### src/rtl/mul_div_unit_pkg.sv
// Shared types for the EX-stage multiply/divide engine and HI/LO traffic.
// Op encodings and the 66-bit bus layout are shared with the HI/LO file.
package mul_div_unit_pkg;
    localparam int MD_OP_W    = 3;
    localparam int EX_TO_HILO = 66;

    typedef enum logic [MD_OP_W-1:0] {
        MD_NONE  = 3'd0,
        MD_MULT  = 3'd1,
        MD_MULTU = 3'd2,
        MD_DIV   = 3'd3,
        MD_DIVU  = 3'd4,
        MD_MTHI  = 3'd5,
        MD_MTLO  = 3'd6
    } md_op_e;

    typedef enum logic [1:0] {
        ST_IDLE,
        ST_MUL,
        ST_DIV,
        ST_DONE
    } md_state_e;

    typedef struct packed {
        logic        hi_we;
        logic        lo_we;
        logic [31:0] hi;
        logic [31:0] lo;
    } hilo_bus_t;

    function automatic logic [31:0] mag32(
        input logic [31:0] v,
        input logic        neg
    );
        return neg ? -v : v;
    endfunction
endpackage

### src/rtl/mul_div_unit_if.sv
// EX-side port bundle of the multiply/divide engine.
// master drives the operands, slave returns HI/LO writes and stall.
interface mul_div_unit_if;
    import mul_div_unit_pkg::*;

    logic        op_valid;
    md_op_e      md_op;
    logic [31:0] src1;
    logic [31:0] src2;
    hilo_bus_t   ex_to_hilo_bus;
    logic        stallreq;

    modport master (
        output op_valid, md_op, src1, src2,
        input  ex_to_hilo_bus, stallreq
    );

    modport slave (
        input  op_valid, md_op, src1, src2,
        output ex_to_hilo_bus, stallreq
    );
endinterface

### src/rtl/md_div_core.sv
// Restoring divider datapath, one quotient bit per step.
// Operates on magnitudes; sign fix-up belongs to the caller.
module md_div_core (
    input  logic        clk,
    input  logic        rst_n,
    input  logic        start,
    input  logic        step,
    input  logic [31:0] dividend,
    input  logic [31:0] divisor,
    output logic [31:0] quot,
    output logic [31:0] rem
);
    logic [31:0] q_r;
    logic [31:0] r_r;
    logic [31:0] d_r;
    logic [32:0] shifted;
    logic [32:0] diff;

    // q_r doubles as the dividend shift register
    assign shifted = {r_r, q_r[31]};
    assign diff    = shifted - {1'b0, d_r};

    always_ff @(posedge clk) begin
        if (!rst_n) begin
            q_r <= '0;
            r_r <= '0;
            d_r <= '0;
        end else if (start) begin
            q_r <= dividend;
            r_r <= '0;
            d_r <= divisor;
        end else if (step) begin
            q_r <= {q_r[30:0], ~diff[32]};
            r_r <= diff[32] ? shifted[31:0] : diff[31:0];
        end
    end

    assign quot = q_r;
    assign rem  = r_r;
endmodule

### src/rtl/mul_div_unit.sv
// EX-stage multi-cycle MULT/MULTU/DIV/DIVU engine plus MTHI/MTLO pass.
// Drives HI/LO write traffic and holds IF..EX while busy.
module mul_div_unit #(
    parameter int MUL_ITER = 1
) (
    input  logic           clk,
    input  logic           rst_n,
    input  logic           flush,
    input  logic           ex_stall,
    mul_div_unit_if.slave  md
);
    import mul_div_unit_pkg::*;

    md_state_e   state;
    md_state_e   state_nxt;
    logic [5:0]  cnt;
    logic [5:0]  cnt_nxt;
    logic        stall;
    hilo_bus_t   bus;
    logic        start;
    logic        mul_step;
    logic        div_step;

    logic        op_mul;
    logic        op_div;
    logic        op_mthi;
    logic        op_mtlo;
    logic        op_sgn;
    logic        neg_a_in;
    logic        neg_b_in;
    logic [31:0] a_in;
    logic [31:0] b_in;

    logic [31:0] a_q;
    logic        neg_a;
    logic        neg_b;
    logic        is_div;
    logic        dz;
    logic [31:0] src1_raw;
    logic [63:0] prod;
    logic [32:0] mul_sum;

    logic [31:0] quot;
    logic [31:0] rem;
    logic [63:0] p_fix;
    hilo_bus_t   res_bus;

    assign op_mul  = md.md_op == MD_MULT || md.md_op == MD_MULTU;
    assign op_div  = md.md_op == MD_DIV  || md.md_op == MD_DIVU;
    assign op_mthi = md.md_op == MD_MTHI;
    assign op_mtlo = md.md_op == MD_MTLO;
    assign op_sgn  = md.md_op == MD_MULT || md.md_op == MD_DIV;

    assign neg_a_in = op_sgn & md.src1[31];
    assign neg_b_in = op_sgn & md.src2[31];
    assign a_in     = mag32(md.src1, neg_a_in);
    assign b_in     = mag32(md.src2, neg_b_in);

    always_ff @(posedge clk) begin
        if (!rst_n) begin
            state <= ST_IDLE;
            cnt   <= '0;
        end else begin
            state <= state_nxt;
            cnt   <= cnt_nxt;
        end
    end

    always_comb begin
        state_nxt = state;
        cnt_nxt   = cnt;
        stall     = 1'b0;
        bus       = '0;
        start     = 1'b0;
        mul_step  = 1'b0;
        div_step  = 1'b0;
        unique case (state)
            ST_IDLE: begin
                if (md.op_valid) begin
                    unique case (1'b1)
                        op_mul: begin
                            stall     = 1'b1;
                            start     = 1'b1;
                            state_nxt = ST_MUL;
                            cnt_nxt   = '0;
                        end
                        op_div: begin
                            stall     = 1'b1;
                            start     = 1'b1;
                            state_nxt = ST_DIV;
                            cnt_nxt   = '0;
                        end
                        op_mthi: begin
                            bus.hi_we = 1'b1;
                            bus.hi    = md.src1;
                        end
                        op_mtlo: begin
                            bus.lo_we = 1'b1;
                            bus.lo    = md.src1;
                        end
                        default: ;
                    endcase
                end
            end
            ST_MUL: begin
                stall    = 1'b1;
                mul_step = 1'b1;
                if (cnt == 6'd31 || MUL_ITER == 0) begin
                    state_nxt = ST_DONE;
                    cnt_nxt   = '0;
                end else begin
                    cnt_nxt = cnt + 6'd1;
                end
            end
            ST_DIV: begin
                stall    = 1'b1;
                div_step = 1'b1;
                if (cnt == 6'd31) begin
                    state_nxt = ST_DONE;
                    cnt_nxt   = '0;
                end else begin
                    cnt_nxt = cnt + 6'd1;
                end
            end
            ST_DONE: begin
                bus = res_bus;
                if (!ex_stall) state_nxt = ST_IDLE;
            end
            default: state_nxt = ST_IDLE;
        endcase
        // flush kills the op and any write in the same cycle
        if (flush) begin
            state_nxt = ST_IDLE;
            cnt_nxt   = '0;
            stall     = 1'b0;
            bus       = '0;
            start     = 1'b0;
            mul_step  = 1'b0;
            div_step  = 1'b0;
        end
    end

    assign mul_sum = {1'b0, prod[63:32]}
                   + (prod[0] ? {1'b0, a_q} : 33'd0);

    always_ff @(posedge clk) begin
        if (!rst_n) begin
            a_q      <= '0;
            neg_a    <= 1'b0;
            neg_b    <= 1'b0;
            is_div   <= 1'b0;
            dz       <= 1'b0;
            src1_raw <= '0;
            prod     <= '0;
        end else if (start) begin
            a_q      <= a_in;
            neg_a    <= neg_a_in;
            neg_b    <= neg_b_in;
            is_div   <= op_div;
            dz       <= op_div && md.src2 == 32'd0;
            src1_raw <= md.src1;
            prod     <= {32'd0, b_in};
        end else if (mul_step) begin
            // low half holds the multiplier and shifts out as product bits land
            if (MUL_ITER == 0)
                prod <= {32'd0, a_q} * {32'd0, prod[31:0]};
            else
                prod <= {mul_sum, prod[31:1]};
        end
    end

    md_div_core u_div (
        .clk      (clk),
        .rst_n    (rst_n),
        .start    (start && op_div),
        .step     (div_step),
        .dividend (a_in),
        .divisor  (b_in),
        .quot     (quot),
        .rem      (rem)
    );

    assign p_fix = (neg_a ^ neg_b) ? -prod : prod;

    always_comb begin
        res_bus.hi_we = 1'b1;
        res_bus.lo_we = 1'b1;
        res_bus.hi    = p_fix[63:32];
        res_bus.lo    = p_fix[31:0];
        if (is_div) begin
            if (dz) begin
                res_bus.hi = src1_raw;
                res_bus.lo = 32'hFFFF_FFFF;
            end else begin
                res_bus.hi = mag32(rem, neg_a);
                res_bus.lo = mag32(quot, neg_a ^ neg_b);
            end
        end
    end

    assign md.ex_to_hilo_bus = bus;
    assign md.stallreq       = stall;
endmodule

### src/flat_wrapper.sv
// flat-port wrapper written by rule: the top's interface ports become plain ports
module mul_div_unit_flat import mul_div_unit_pkg::*;
#(
    parameter int MUL_ITER = 1
)
  (clk, rst_n, flush, ex_stall, md_op_valid, md_md_op, md_src1, md_src2, md_ex_to_hilo_bus, md_stallreq);
  mul_div_unit_if md_i ();
  input  logic clk;
  input  logic rst_n;
  input  logic flush;
  input  logic ex_stall;
  input wire logic [$bits(md_i.op_valid)-1:0] md_op_valid;
  input wire logic [$bits(md_i.md_op)-1:0] md_md_op;
  input wire logic [$bits(md_i.src1)-1:0] md_src1;
  input wire logic [$bits(md_i.src2)-1:0] md_src2;
  output wire logic [$bits(md_i.ex_to_hilo_bus)-1:0] md_ex_to_hilo_bus;
  output wire logic [$bits(md_i.stallreq)-1:0] md_stallreq;
  assign md_i.op_valid = md_op_valid;
  assign md_i.md_op = md_md_op;
  assign md_i.src1 = md_src1;
  assign md_i.src2 = md_src2;
  assign md_ex_to_hilo_bus = md_i.ex_to_hilo_bus;
  assign md_stallreq = md_i.stallreq;
  mul_div_unit #(.MUL_ITER(MUL_ITER)) u_core (.clk(clk), .rst_n(rst_n), .flush(flush), .ex_stall(ex_stall), .md(md_i));
endmodule
### config.mk
export PLATFORM = sky130hd
export DESIGN_NAME = mul_div_unit_flat
export DESIGN_NICKNAME = d
export VERILOG_FILES = /design/src/rtl/mul_div_unit_pkg.sv /design/src/rtl/mul_div_unit_if.sv /design/src/rtl/md_div_core.sv /design/src/rtl/mul_div_unit.sv /design/src/flat_wrapper.sv
export SDC_FILE = /design/constraint.sdc
export NUM_CORES = 1
export LEC_CHECK = 0
export ABC_AREA = 1
export BUFFER_PORTS_ARGS = -buffer_cell sky130_fd_sc_hd__buf_2
export CORE_UTILIZATION = 40
export DETAILED_ROUTE_END_ITERATION = 6
export GPL_ROUTABILITY_DRIVEN = 1
export PLACE_DENSITY = 0.62
export SYNTH_ARGS = -nofsm -noshare
export SYNTH_HDL_FRONTEND = slang
export SYNTH_HIERARCHICAL = 1
export SYNTH_SLANG_ARGS = --single-unit
export TNS_END_PERCENT = 20
### constraint.sdc
create_clock -name clk -period 2.6 [get_ports clk]
set_clock_uncertainty 0.15 [all_clocks]
set_input_delay 0.52 -clock clk [delete_from_list [all_inputs] [get_ports clk]]
set_output_delay 0.52 -clock clk [all_outputs]
set_load 0.02 [all_outputs]
[After elaboration in Yosys (flattened, before gate mapping)]
Index checks and enable logic that the tools add are counted.
Word-level totals
  bits in registers: 236
  bits of input ports: 72
  output and inout bits: 67
  logic and storage cells: 97
Cells by class
  $add $sub $neg: 8
  equality and inequality tests: 15
  multiplexer cells: 39
  bitwise gates (word level): 5
  reduce and logical (&&, ||, !) cells: 17
Operators with widths (count)
  $mux 32: 12
  $mux 64: 3
  $mux 66: 2
  $pmux 66 s2: 1
  $neg 32->32: 4
  $neg 64->64: 1
  $add 32x32->33: 1
  $sub 33x32->33: 1
  $logic_not 32->1: 1
  $mux 6: 3
  $pmux 6 s2: 1
  $mux 1: 11
  $reduce_or 2->1: 5
  $eq 3x3->1 const B: 3
  $add 6x1->6 const B: 1
  $eq 3x2->1 const B: 2
  $eq 6x5->1 const B: 1
  $mux 2: 3
  $ne 2x2->1 const B: 3
  $pmux 2 s3: 1
  $reduce_bool 2->1: 3
  $eq 2x2->1 const B: 2
  $pmux 2 s2: 1
  $reduce_and 4->1: 1
  other kinds (12): 17

[Longest topological paths before layout]
  word-level depth: 9
  gate-level depth with buffers: 19
  mapped depth without buffers: 18

[By module]
The synthesis kept the hierarchy.
By module, submodules not included
  mul_div_unit: instances 1, cells each 2721, area an instance 14989.4 um2, sequential area each 2782.7 um2
  md_div_core: instances 1, cells each 1156, area an instance 6816.5 um2, sequential area each 1921.8 um2

[Worst setup path after synthesis]
OpenSTA, ideal clock, no wires.
  path type: input to register
  start: in md_md_op[2]
  end: reg u_core.u_div.q_r[24] (netlist: u_core/u_div/quot[24])
  library setup time: 0.115 ns
  data arrival time: 2.393 ns
  data required time: 2.335 ns
  setup slack: -0.058 ns
  stages: 16
  path buffers: 2
  cells stage by stage: inv_1 -> o21ai_0 -> nand2_1 -> nand2_1 -> nor2_4 -> nand2_2 -> clkinv_1 -> nand2_1 -> inv_1 -> clkbuf_1 -> nor2_1 -> inv_1 -> clkbuf_1 -> nor2_1 -> o21ai_0 -> inv_1
On the way
  cells in the longest elaborated chain, start to end: 9
  elaborated cells on any way between the ends: 17
  those cells by class: eq/ne: 4; mux: 6; bitwise: 1; reduce/logical: 6
RTL lines
  start: declaration: line flat_wrapper.sv:13  | input wire logic [$bits(md_i.md_op)-1:0] md_md_op;
  $eq 3x2->1 (tied with other cells): line mul_div_unit.sv:49, mul_div_unit.sv:52
  $logic_or 1x1->1 (on tied branches): line mul_div_unit.sv:49, mul_div_unit.sv:48
  $reduce_or 2->1 (no source line)
  $mux 1: line mul_div_unit.sv:80  | unique case (1'b1)
  $mux 1: line mul_div_unit.sv:79  | if (md.op_valid) begin
  $mux 1: line mul_div_unit.sv:77  | unique case (state)
  $mux 1: line mul_div_unit.sv:132  | if (flush) begin
  $logic_and 1x1->1: line mul_div_unit.sv:175  | .start (start && op_div),
  $mux 32 or $reduce_bool 2->1 (tied branches)
  end signal: assignment: line md_div_core.sv:29  | q_r <= dividend;
  end signal: assignment: line md_div_core.sv:33  | q_r <= {q_r[30:0], ~diff[32]};
  end: declaration: line md_div_core.sv:13  | logic [31:0] q_r;
Several ways; a longest one is shown, not always the timed one.
A chain may end at the register's enable or synchronous reset.

[Worst setup path after layout]
  start: reg u_core.prod[5]
  end: out md_ex_to_hilo_bus[49]
On the way
  cells in the longest elaborated chain, start to end: 5
RTL lines
  start: declaration: line mul_div_unit.sv:40  | logic [63:0] prod;
  start signal: assignment: line mul_div_unit.sv:162  | prod <= {32'd0, b_in};
  start signal: assignment: line mul_div_unit.sv:166  | prod <= {32'd0, a_q} * {32'd0, prod[31:0]};
  start signal: assignment: line mul_div_unit.sv:168  | prod <= {mul_sum, prod[31:1]};
  $neg 64->64: line mul_div_unit.sv:183  | assign p_fix = (neg_a ^ neg_b) ? -prod : prod;
  $mux 64: line mul_div_unit.sv:183
  $mux 64: line mul_div_unit.sv:190  | if (is_div) begin
  $pmux 66 s2: line mul_div_unit.sv:77
  $mux 66: line mul_div_unit.sv:132
  end: declaration: line flat_wrapper.sv:16  | output wire logic [$bits(md_i.ex_to_hilo_bus)-1:0] md_ex_to_hilo_bus;
Every way passes these cells.

==> impl_metrics.toml <==
[run_status]
outcome = "complete, but fails checks"
violations = "setup timing"

[floorplan]
die_h_um = 235
area_inside_the_core_boundary_um2 = 53800
core.rowCount = 85
die_area_um2 = 55500
num_io_pins = 139
floorplan.initialDensity = 0.405
die_x_um = 235

[routing]
vias = 28852
drt_pre_antenna_iters = 6
initial_drc_count = 2802
antenna_violating_nets_post_route = 0
routed_wire_length_um = 110000
detailed_route_drc_error_count = 0
via_per_inst = 5.40
route.detailed.wl_per_inst_um = 20.5

[timing]
worstMarginPinSlew_ns = 0.604
fin_ws_ns = -0.706
timing.max_slew.rel_slack = 0.597
finalHoldViolations = 0
setup_viol = 88
max_freq_ghz = 0.302
fin_crit_ns = 3.31
post-route-period-util = 1.27
grt_setup_unrepaired = "yes"
final.setup.tns_ns = -38.59
timing.hold.ws_ns = 0.111
final-max-slew-violation-count = 0

[logic_synthesis]
synth_cells = 3877
synth_area_um2 = 21800
synth_edf_count = 0
synthFlopType = "sky130_fd_sc_hd__dfxtp_1"
synth-seq-cells = 235
yosysUniqueCellTypes = 61
synth_fp_nets = 4026
async_reset_ff_frac = 0
synth-seq-area-share = 0.216
post_synth.cell_area_avg_um2 = 5.62
synthesis.yosys.warnings = 6

[placement]
detailed_place_hpwl_um = 88500
numPortBuffers = 138
place.gp.congestion = 1.07

[critical_path]
timing.critical_path.buf_inv = 3
critical_path.max_fanout = 5
setup.worst_path.class = "reg -> out"
setup.worst_path.start_class = "register"
critPathMaxStageDelay_ns = 0.37
timing.critical_path.cells = "nor2_4 > nand2_2 > buf_6 > nor2_4 > nand3_4 > buf_6 > o21ai_4 > nand3_2 > nand3_2 > nand3_2 > a21oi_4 > buf_6"
arrival_time_at_the_worst_endpoint_ns = 2.64
critPathCaptureType = "primary output"
timing.critical_path.required_ns = 1.93
timing.critical_path.depth = 12
reg2regPathDepth = 16
critPathSlowestCell = "sky130_fd_sc_hd__dfxtp_4"
worst_path_dominant_cell_family = "simple AND/OR/NAND/NOR gates"

[clock_network]
numCtsBuffers = 29
clock-sinks = 235
root_buffer = "sky130_fd_sc_hd__clkbuf_16"
clk_path_buf_depth = 3
post_cts_hold_buffer_count = 0
clock_tree_from_tritoncts = "yes"
h-tree-depth = 1
cts.reportedPaths.clkPinSlew_ns = 0.06
clk-insertion-delay-late_ns = 0.62

[power_and_ir_drop]
p_int_uw = 9380
sw_frac = 0.422
power.leakage_uw = 0.0165
share_seq_of_total_power = 0.238
clockPowerShare = 0.273
comb_power_share = 0.489
ir_drop_mv = 0.634
power.density_nw_per_um2 = 498
switching_power_uw = 6860

[final_layout]
layout_commonest_cell = "sky130_fd_sc_hd__nand2_1"
drive_above_1_share = 0.338
finalNetCount = 4768
area_growth_pct = 49.7
most_frequent_cells_in_the_layout = "1102 x sky130_fd_sc_hd__nand2_1, 671 x sky130_fd_sc_hd__buf_4, 540 x sky130_fd_sc_hd__inv_1"

[grt]
first_global_vias = 26330
largest_net_degree_at_the_start_of_global_routing = 63
gr-total-overflow = 0
global_route.usage.total = 0.382
antenna_violations_before_repair = 9
first_pass_grt_wire_length_um = 160000

[worst_hold_path]
min_path_type = "in -> reg"
min_delay_path_depth = 4

[flow_run]
drv.max_cap_violation_count = 0
-- registers in the layout, indices dropped and copies added (netlist names) --
| register | count |
|---|---|
| u_core/u_div/rem | 32 |
| u_core/cnt | 6 |
| u_core/dz | 1 |
| u_core/u_div/d_r | 32 |
| u_core/is_div | 1 |
| u_core/state | 2 |
| u_core/src1_raw | 31 |
| u_core/a_q | 32 |
| u_core/u_div/quot | 32 |
| u_core/neg_a | 1 |
| u_core/neg_b | 1 |
| u_core/prod | 64 |
-- area by class of cell --
cell class,instances,area (µm²)
tap,696,871
fill,5239,21200
antenna,5,12.5
sequential,235,4800
inverter,578,2190
clock buffer,35,778
multi-input combinational,2932,16900
clock inverter,18,244
timing repair buffer,843,6810
-- cell families (layout without fill, tap and decap cells) --
group	after synthesis	in the layout	share of synthesized area
xor+xnor	93	93	0.0384
fa+ha+maj	77	77	0.0449
other cells	0	5	0
flops	235	235	0.216
compound gates	691	691	0.177
buf+inv	712	1474	0.129
simple gates	2069	2071	0.395
-- path summary, 6_finish.rpt --
kind                            slack (ns)                         from                      endpoint
worst max register to register       -0.23  u_core/prod[0]$_SDFFE_PN0P_  u_core/prod[57]$_SDFFE_PP0P_
worst min-delay path                  0.11                     ex_stall  u_core/state[1]$_SDFFE_PP0P_
worst max-delay path                 -0.71  u_core/prod[5]$_SDFFE_PN0P_         md_ex_to_hilo_bus[49]
worst min register to register        0.30  u_core/a_q[26]$_SDFFE_PN0P_   u_core/a_q[26]$_SDFFE_PN0P_
-- power by group through the flow --
stage                     Sequential [µW]  Clock [µW]  Combinational [µW]
after detailed placement             3910           0                6860
after CTS                            3850        4480                7280
after global placement               3910           0                6810
after global routing                 3880        4610                8660
final                                3870        4430                7940
after floorplan                      3890           0                4250
-- Yosys cell counts (7+ instances only) --
| master | number | area, µm² |
|---|---|---|
| sky130_fd_sc_hd__ha_1 | 75 | 938 |
| sky130_fd_sc_hd__o22ai_1 | 25 | 156 |
| sky130_fd_sc_hd__dfxtp_1 | 235 | 4700 |
| sky130_fd_sc_hd__a22o_1 | 15 | 131 |
| sky130_fd_sc_hd__nor3_1 | 26 | 130 |
| sky130_fd_sc_hd__inv_1 | 559 | 2100 |
| sky130_fd_sc_hd__inv_2 | 18 | 67.6 |
| sky130_fd_sc_hd__nor2_2 | 16 | 100 |
| sky130_fd_sc_hd__nor2_1 | 415 | 1560 |
| sky130_fd_sc_hd__xnor2_1 | 26 | 228 |
| sky130_fd_sc_hd__o221ai_1 | 11 | 96.3 |
| sky130_fd_sc_hd__o211ai_1 | 17 | 128 |
| sky130_fd_sc_hd__a21oi_1 | 307 | 1540 |
| sky130_fd_sc_hd__xor2_1 | 64 | 561 |
| sky130_fd_sc_hd__buf_2 | 25 | 125 |
| sky130_fd_sc_hd__a21o_1 | 9 | 67.6 |
| sky130_fd_sc_hd__o21ai_2 | 7 | 61.3 |
| sky130_fd_sc_hd__o21ai_0 | 213 | 1070 |
| sky130_fd_sc_hd__nand4_1 | 50 | 313 |
| sky130_fd_sc_hd__o21ai_1 | 18 | 90.1 |
| sky130_fd_sc_hd__nand3_1 | 262 | 1310 |
| sky130_fd_sc_hd__clkbuf_1 | 76 | 285 |
| sky130_fd_sc_hd__nand2_2 | 29 | 181 |
| sky130_fd_sc_hd__nand3b_1 | 12 | 90.1 |
| sky130_fd_sc_hd__nand2_1 | 1221 | 4580 |
| sky130_fd_sc_hd__buf_4 | 7 | 52.6 |
| sky130_fd_sc_hd__buf_6 | 8 | 90.1 |
| sky130_fd_sc_hd__o21bai_1 | 8 | 60.1 |
| sky130_fd_sc_hd__a22oi_1 | 9 | 67.6 |
| sky130_fd_sc_hd__nor2_4 | 7 | 78.8 |
| sky130_fd_sc_hd__buf_1 | 16 | 60.1 |
| sky130_fd_sc_hd__a31oi_1 | 22 | 138 |
-- worst reg2reg max path, delay by kind of cell, from the launching register on --
kind	cells	cell delay [ns]
buffers and inverters	7	0.78
AND/OR/NAND/NOR	6	0.74
AO/OA/AOI/OAI	2	0.38
adder cells (fa/ha/maj)	1	0.34
flip-flops	1	0.33
-- per-layer routing --
metal  share of wire  up-vias  global-route usage  routed length, µm
li1                -    13903                   -                  -
met1            0.43    13328               0.515              47100
met2            0.42     1337               0.580              45900
met3            0.10      276              0.0892              11000
met4           0.052        8               0.161               5700
met5         0.00045        -                   0                 49
-- stage by stage --
step	area, µm²	utilization	instances	total power [µW]	setup WS [ns]
6_report	32600	0.606	5342	16200	-0.706
5_1_grt	32600	0.606	5341	17100	-0.768
4_1_cts	30900	0.575	5321	15600	-0.618
3_5_place_dp	28100	0.523	5253	10800	-0.415
3_3_place_gp	28100	0.523	5253	10700	-0.398
2_1_floorplan	21800	-	3877	8140	-0.0183
-- what timing repair did --
action                                  in CTS  in global routing
resized for setup                          491                429
setup buffers                               13                 18
pin swaps                                  116                147
endpoints found under the setup margin     120                136
gates cloned                                 4                  1
(Power assumes the default switching activity.)
